### src/rtl/pin_locker.sv
// Serial multi-digit PIN lock: checks against a programmable PIN, counts failures,
// locks out after MAX_TRIES and releases on a timer or on the master PIN.
//
// state  | meaning
// IDLE   | collecting a user PIN entry
// CHECK  | one-cycle compare of the assembled code against pin_reg
// OPEN   | unlocked, open timer counting down to auto-relock
// PROG   | unlocked, collecting a new user PIN
// LOCKED | locked out; only the master PIN or the lock timer releases
module pin_locker #(
  parameter int DIGIT_W     = 4,
  parameter int NUM_DIGITS  = 4,
  parameter int MAX_TRIES   = 3,
  parameter int LOCK_CYCLES = 32,
  parameter int OPEN_CYCLES = 16,
  parameter logic [NUM_DIGITS*DIGIT_W-1:0] DEFAULT_PIN = 16'h8003,
  parameter logic [NUM_DIGITS*DIGIT_W-1:0] MASTER_PIN  = 16'h1000
) (
  input  logic                                clock,
  input  logic                                reset,
  input  logic                                digit_valid,
  input  logic [DIGIT_W-1:0]                  digit_in,
  input  logic                                clear,
  input  logic                                lock_req,
  input  logic                                prog_req,
  output logic [1:0]                          y_out,
  output logic                                unlocked,
  output logic                                locked,
  output logic [$clog2(MAX_TRIES+1)-1:0]      fail_cnt,
  output logic [$clog2(NUM_DIGITS+1)-1:0]     digits_entered,
  output logic                                master_ok
);

  localparam int CODE_W = NUM_DIGITS * DIGIT_W;
  localparam int CNT_W  = $clog2(NUM_DIGITS + 1);
  localparam int FAIL_W = $clog2(MAX_TRIES + 1);
  localparam int TMAX   = (OPEN_CYCLES > LOCK_CYCLES) ? OPEN_CYCLES : LOCK_CYCLES;
  localparam int TMR_W  = $clog2(TMAX + 1);
  // Timer terminates at zero, so load N-1 to stay in the state for N clocks.
  localparam logic [TMR_W-1:0] OPEN_LOAD = TMR_W'(OPEN_CYCLES - 1);
  localparam logic [TMR_W-1:0] LOCK_LOAD = (LOCK_CYCLES > 0) ? TMR_W'(LOCK_CYCLES - 1) : '0;

  typedef enum logic [2:0] {
    S_IDLE   = 3'd0,
    S_CHECK  = 3'd1,
    S_OPEN   = 3'd2,
    S_PROG   = 3'd3,
    S_LOCKED = 3'd4
  } state_t;

  state_t              state, state_nx;
  logic [CODE_W-1:0]   entry, entry_nx;
  logic [CODE_W-1:0]   code, code_nx;
  logic [CODE_W-1:0]   pin_reg, pin_nx;
  logic [CODE_W-1:0]   assembled;
  logic [CNT_W-1:0]    cnt_nx;
  logic [FAIL_W-1:0]   fail_nx;
  logic [TMR_W-1:0]    timer, timer_nx;
  logic                capture, last_digit, master_nx;
  logic [1:0]          y_nx;

  always_ff @(posedge clock or negedge reset) begin
    if (!reset) begin
      state          <= S_IDLE;
      entry          <= '0;
      code           <= '0;
      pin_reg        <= DEFAULT_PIN;
      digits_entered <= '0;
      fail_cnt       <= '0;
      timer          <= '0;
      master_ok      <= 1'b0;
      y_out          <= 2'b00;
      unlocked       <= 1'b0;
      locked         <= 1'b0;
    end else begin
      state          <= state_nx;
      entry          <= entry_nx;
      code           <= code_nx;
      pin_reg        <= pin_nx;
      digits_entered <= cnt_nx;
      fail_cnt       <= fail_nx;
      timer          <= timer_nx;
      master_ok      <= master_nx;
      y_out          <= y_nx;
      unlocked       <= (state_nx == S_OPEN) || (state_nx == S_PROG);
      locked         <= (state_nx == S_LOCKED);
    end
  end

  always_comb begin
    state_nx   = state;
    entry_nx   = entry;
    code_nx    = code;
    pin_nx     = pin_reg;
    cnt_nx     = digits_entered;
    fail_nx    = fail_cnt;
    timer_nx   = timer;
    master_nx  = 1'b0;
    assembled  = (entry << DIGIT_W) | CODE_W'(digit_in);
    last_digit = (digits_entered == CNT_W'(NUM_DIGITS - 1));
    capture    = digit_valid && !clear &&
                 ((state == S_IDLE) || (state == S_PROG) || (state == S_LOCKED));

    if (clear) begin
      entry_nx = '0;
      cnt_nx   = '0;
    end else if (capture) begin
      if (last_digit) begin
        entry_nx = '0;
        cnt_nx   = '0;
        code_nx  = assembled;
      end else begin
        entry_nx = assembled;
        cnt_nx   = digits_entered + CNT_W'(1);
      end
    end

    case (state)
      S_IDLE: begin
        if (capture && last_digit) state_nx = S_CHECK;
      end
      S_CHECK: begin
        if (code == pin_reg) begin
          state_nx = S_OPEN;
          fail_nx  = '0;
          timer_nx = OPEN_LOAD;
        end else if (fail_cnt >= FAIL_W'(MAX_TRIES - 1)) begin
          state_nx = S_LOCKED;
          fail_nx  = FAIL_W'(MAX_TRIES);
          timer_nx = LOCK_LOAD;
        end else begin
          state_nx = S_IDLE;
          fail_nx  = fail_cnt + FAIL_W'(1);
        end
      end
      S_OPEN: begin
        if (lock_req) begin
          state_nx = S_IDLE;
        end else if (prog_req) begin
          state_nx = S_PROG;
          entry_nx = '0;
          cnt_nx   = '0;
        end else if (timer == '0) begin
          state_nx = S_IDLE;
        end else begin
          timer_nx = timer - TMR_W'(1);
        end
      end
      S_PROG: begin
        if (clear) begin
          state_nx = S_IDLE;
        end else if (capture && last_digit) begin
          pin_nx   = assembled;
          state_nx = S_IDLE;
        end
      end
      S_LOCKED: begin
        // Master match beats a same-edge timer expiry so the release is reported.
        if (capture && last_digit && (assembled == MASTER_PIN)) begin
          state_nx  = S_IDLE;
          fail_nx   = '0;
          master_nx = 1'b1;
        end else if (LOCK_CYCLES > 0) begin
          if (timer == '0) begin
            state_nx = S_IDLE;
            fail_nx  = '0;
            entry_nx = '0;
            cnt_nx   = '0;
          end else begin
            timer_nx = timer - TMR_W'(1);
          end
        end
      end
      default: state_nx = S_IDLE;
    endcase

    if ((state_nx == S_OPEN) || (state_nx == S_PROG)) y_nx = 2'b11;
    else if (state_nx == S_LOCKED)                     y_nx = 2'b10;
    else if (fail_nx != '0)                            y_nx = 2'b01;
    else                                               y_nx = 2'b00;
  end

endmodule

### config.mk
export PLATFORM = sky130hd
export DESIGN_NAME = pin_locker
export DESIGN_NICKNAME = d
export VERILOG_FILES = /design/src/rtl/pin_locker.sv
export SDC_FILE = /design/constraint.sdc
export NUM_CORES = 1
export LEC_CHECK = 0
export CAP_MARGIN = 5
export CORE_MARGIN = 2
export CORE_UTILIZATION = 50
export DETAILED_ROUTE_END_ITERATION = 8
export GPL_ROUTABILITY_DRIVEN = 0
export PLACE_DENSITY_LB_ADDON = 0.2
export SYNTH_ARGS = -nofsm -noshare
export SYNTH_HDL_FRONTEND = slang
export SYNTH_SLANG_ARGS = --single-unit
### constraint.sdc
create_clock -name clock -period 2.3 [get_ports clock]
set_input_delay 0.23 -clock clock [delete_from_list [all_inputs] [get_ports clock]]
set_output_delay 0.23 -clock clock [all_outputs]
set_load 0.03 [all_outputs]
# Word level (Yosys, flattened, before mapping)
# Cells that the tools add are included.
op_classes:
  n_addsub: 3
  magnitude_cmp: 1
  eq_ne: 14
  muxes: 43
  bitwise: 2
  reduce_logical: 15
op_table:
  columns: ["cell", "count"]
  rows:
  - ["2-to-1 mux 16 bit", 7]
  - ["2-to-1 mux 3 bit", 16]
  - ["2-to-1 mux 6 bit", 6]
  - ["one-hot mux 16 bit (2 select lines)", 1]
  - ["one-hot mux 6 bit (3 select lines)", 1]
  - ["equality test 16 x 13 -> 1 bit (second input constant)", 1]
  - ["equality test 16 bit", 1]
  - ["bitwise OR 16 x 4 -> 16 bit", 1]
  - ["equality test 3 x 2 -> 1 bit (second input constant)", 5]
  - ["one-hot mux 3 bit (5 select lines)", 1]
  - ["2-to-1 mux 2 bit", 6]
  - ["equality test 3 bit (second input constant)", 2]
  - ["logical NOT 6 bit", 1]
  - ["inequality test 2 bit (second input constant)", 3]
  - ["one-hot mux 3 bit (2 select lines)", 1]
  - ["AND reduction 3 bit", 2]
  - ["subtractor 6 x 1 -> 6 bit (second input constant)", 1]
  - ["AND reduction 5 bit", 1]
  - ["logical AND 1 bit", 4]
  - ["one-hot mux 2 bit (2 select lines)", 1]
  - ["adder 3 x 1 -> 3 bit (second input constant)", 1]
  - ["equality test 3 x 1 -> 1 bit (second input constant)", 1]
  - ["logical NOT 3 bit", 1]
  - ["logical OR 1 bit", 3]
  - ["other kinds (8)", 10]
word_totals:
  register_bits: 67
  output_inout_bits: 10
  elab_cells: 89

# Logic depth before layout (Yosys ltp)
logic_depth:
  depth_word: 12
  ltp_mapped: 8
  depth_no_buf: 7

# Least setup slack after synthesis
# OpenSTA, ideal clock, no wires.
synth_timing:
  path_kind: "reg2reg"
  from: "reg timer[0]"
  to: "reg timer[1]"
  arrival_time_ns: 1.983
  t_required_ns: 2.175
  slack_ns: 0.192
  stages_incl_launch_ff: 8
  path_buffers: 0
  path_cell_list: "dfrtp_1 -> inv_1 -> ha_1 -> or3b_4 -> or3_4 -> o22ai_4 -> a211oi_2 -> mux2_4"
synth_between:
  elab_chain_cells: 5
  elab_cells_between_ends: 7
  classes_between: "add/sub (1); mux (5); reduce/logical (1)"
synth_lines:
  columns: ["item", "line_no", "source"]
  rows:
  - ["start, declared", "58", "logic [TMR_W-1:0] timer, timer_nx;"]
  - ["start signal, assigned", "82", "timer <= timer_nx;"]
  - ["subtractor 6 x 1 -> 6 bit or logical NOT 6 bit (tied branches)", null, null]
  - ["2-to-1 mux 6 bit *", "143, 164", null]
  - ["2-to-1 mux 6 bit", "139", "end else if (prog_req) begin"]
  - ["2-to-1 mux 6 bit", "137", "if (lock_req) begin"]
  - ["one-hot mux 6 bit (3 select lines) *", "118", "case (state)"]
# Every way passes the cells marked *; elsewhere a longest branch is shown, timed or not. The select of a mux whose other input is x is not followed.
# A chain may end at the register's enable or synchronous reset.

# Final worst setup path
# Ends and elaborated chain as after synthesis.

==> flow_metrics.py <==
metrics = {
    "power": {
        "p_int_mw": 1.89,
        "powerDensity_nw_per_um2": 753,
        "swShare": 0.300,
        "cellLeakagePower_nw": 1.71,
        "power_switching_mw": 0.813,
        "peakVddDrop_v": 0.000439,
        "pwr-share-comb": 0.183,
        "seqPwrFrac": 0.487,
        "pwr-share-clk": 0.330,
    },
    "logic_synthesis": {
        "synth.area.top_cells": "dfrtp_1 49%, mux2_2 12%, xor2_1 4.9%",
        "syn-cell-area_um2": 3070,
        "synthFlopType": "dfrtp_1",
        "synth_warnings": 0,
        "synth.most_common_cell": "dfrtp_1",
        "seq_area_frac_synth": 0.515,
        "syn_inst": 256,
        "synthTopCellsByCount": "60 x dfrtp_1, 32 x mux2_2, 23 x nand2_1",
        "synth_fp_nets": 268,
        "synth_top_area_cell": "dfrtp_1",
        "synth_edf_count": 0,
        "synth_area_per_cell_um2": 12.0,
        "synth_top_area_frac": 0.489,
        "async_flop_share": 1.00,
        "synth-seq-cells": 63,
        "yosys.cell_types.count": 56,
    },
    "critical_path": {
        "arrival_ns": 2.42,
        "slowest_stage": "or3b_4",
        "cpLargestDelayFamily": "simple AND/OR/NAND/NOR gates",
        "worst_setup_path_start_kind": "flop",
        "regToRegEndpoint": "timer[1]$_DFFE_PN0P_",
        "slowest_delay_ns": 0.40,
        "cp_data_required_time_ns": 2.53,
        "r2r_cells": 7,
        "rr_startpoint": "timer[0]$_DFFE_PN0P_",
        "critPathBufInv": 1,
        "cp_max_fo": 4,
        "crit_path_end_kind": "flop",
        "crit_type": "flop to flop",
        "crit_path_cell_trace": "inv_1 > ha_1 > or3b_4 > or3_4 > o22ai_4 > a211oi_2 > mux2_4",
        "rrSetupSlack_ns": 0.11,
    },
    "layout": {
        "fin_cells": 370,
        "area.growth.synth_to_final_pct": 17.1,
        "fillers": 492,
        "num_antenna_cells": 0,
        "fin_nets": 302,
        "drive_gt1_frac": 0.292,
    },
    "clocking": {
        "clockBufferDepth": 2,
        "h-tree-depth": 3,
        "cts_tree": "done",
        "clockRootBuffer": "clkbuf_8",
        "cts_buffers": 9,
        "path_clk_slew_ns": 0.08,
        "clkLatencyLatePin_ns": 0.34,
        "numClockSinks": 63,
    },
    "sta": {
        "fmax_mhz": 457,
        "worst_pin_slew_ns": 0.646,
        "relSlewSlack": 0.569,
        "finalClockSkew_ns": 0.0107,
        "final_hold_viol_count": 0,
        "holdWs_ns": 0.437,
        "setup_viol": 0,
        "post-route-period-util": 0.951,
        "rsz0062_at_grt": "no",
        "slew_viol_final": 0,
        "fin_setup_tns_ns": 0,
        "min_period_ns": 2.19,
    },
    "detailed_routing": {
        "detail-route-antenna-nets": 0,
        "wl_per_cell_um": 16.4,
        "routed_wl_um": 6090,
        "drc": 0,
        "vias": 2104,
        "vias_per_cell": 5.69,
        "initialDrtViolationCount": 136,
        "first_pass_iters": 4,
    },
    "floorplan": {
        "rows": 28,
        "chipWidth_um": 82.3,
        "ioPinCount": 20,
        "core_area_um2": 5920,
        "dieArea_um2": 6780,
        "fp.dieH_um": 82.3,
        "initial_core_util": 0.518,
    },
    "place": {
        "placed_cells": 351,
        "port_buffers": 19,
        "dp_hpwl_um": 4120,
    },
    "outcome": {
        "status": "finished, final reports clean",
    },
    "global_route": {
        "grt_max_degree": 36,
        "antenna_found_initial": 0,
        "grt_util_all_layers": 0.210,
        "grt_pass1_wl_um": 10400,
        "globalRouteOverflowTotal": 0,
        "grt_pass1_vias": 2074,
    },
    "run": {
        "cap_violations": 0,
    },
    "min_path": {
        "hold_path.class": "input pin to async pin",
    },
}
[cells in the final DEF (no fill, tap or decap), types with 3 or more instances in the layout]
cell             count
dfrtp_1             60
mux2_2              32
nand2_1             23
clkdlybuf4s50_1     18
xor2_1              17
nand3_1             14
buf_4               12
clkbuf_8            11
a21oi_2              9
nor2_1               9
nor4_1               7
inv_1                6
a21oi_1              6
o2bb2ai_1            3
o211ai_1             3
or3_1                3
dfstp_2              3
[stage by stage]
stage               power [mW]  setup WS (ns)  cell area [µm²]   util
global placement          1.82          0.117             3380  0.572
detailed placement        1.83         0.0892             3380  0.572
finish                    2.71          0.113             3590  0.607
CTS                       2.73         0.0537             3580  0.604
floorplan                 1.62          0.192             3070      -
global route              2.86         0.0284             3590  0.607
[routing by layer]
layer / share of wire / wire length, µm / global-route usage / vias up
li1: - / - / - / 999
met1: 0.49 / 3010 / 0.301 / 1056
met2: 0.44 / 2710 / 0.297 / 42
met3: 0.046 / 281 / 0.0609 / 7
met4: 0.014 / 87 / 0.0850 / 0
met5: 0 / 0 / 0 / -
[cell type report]
type                    count  area, µm²  share of cell area
clock buffers              12        155              0.0432
clock inverters             4       28.8             0.00801
inverters                   6       22.5             0.00627
multi-input cells         177       1410               0.392
flip-flops and latches     63       1580               0.440
well taps                  75       93.8              0.0261
repair buffers             33        305              0.0850
[worst max-delay path by stage]
stage | end | slack (ns) | depth (start not counted) | startpoint
floorplan | timer[1]$_DFFE_PN0P_ | 0.19 | 7 | timer[0]$_DFFE_PN0P_
global placement | timer[1]$_DFFE_PN0P_ | 0.12 | 7 | timer[0]$_DFFE_PN0P_
detailed placement | timer[1]$_DFFE_PN0P_ | 0.09 | 7 | timer[0]$_DFFE_PN0P_
CTS | timer[1]$_DFFE_PN0P_ | 0.05 | 7 | timer[0]$_DFFE_PN0P_
global route | timer[1]$_DFFE_PN0P_ | 0.03 | 7 | timer[0]$_DFFE_PN0P_
finish | timer[1]$_DFFE_PN0P_ | 0.11 | 7 | timer[0]$_DFFE_PN0P_
[what timing repair did]
action,4_1_cts,5_1_grt
endpoints found under the setup margin,0,3
buffers inserted,0,2
hold endpoints to repair,27,0
hold buffers,1,0
resized for setup,0,1
[power by group through the flow]
stage	logic, mW	registers [mW]	clock network (mW)
global placement	0.490	1.33	0
global route	0.549	1.33	0.973
floorplan	0.257	1.36	0
detailed placement	0.494	1.34	0
finish	0.494	1.32	0.892
CTS	0.499	1.32	0.916
[logic make-up after synthesis]
family / Yosys count / share of synthesized area
simple gates: 80 / 0.147
flops: 63 / 0.515
compound gates: 43 / 0.126
mux: 34 / 0.126
xor+xnor: 18 / 0.0514
buf+inv: 16 / 0.0261
fa+ha+maj: 2 / 0.00816
No activity file was read; power rests on OpenSTA's default activity.
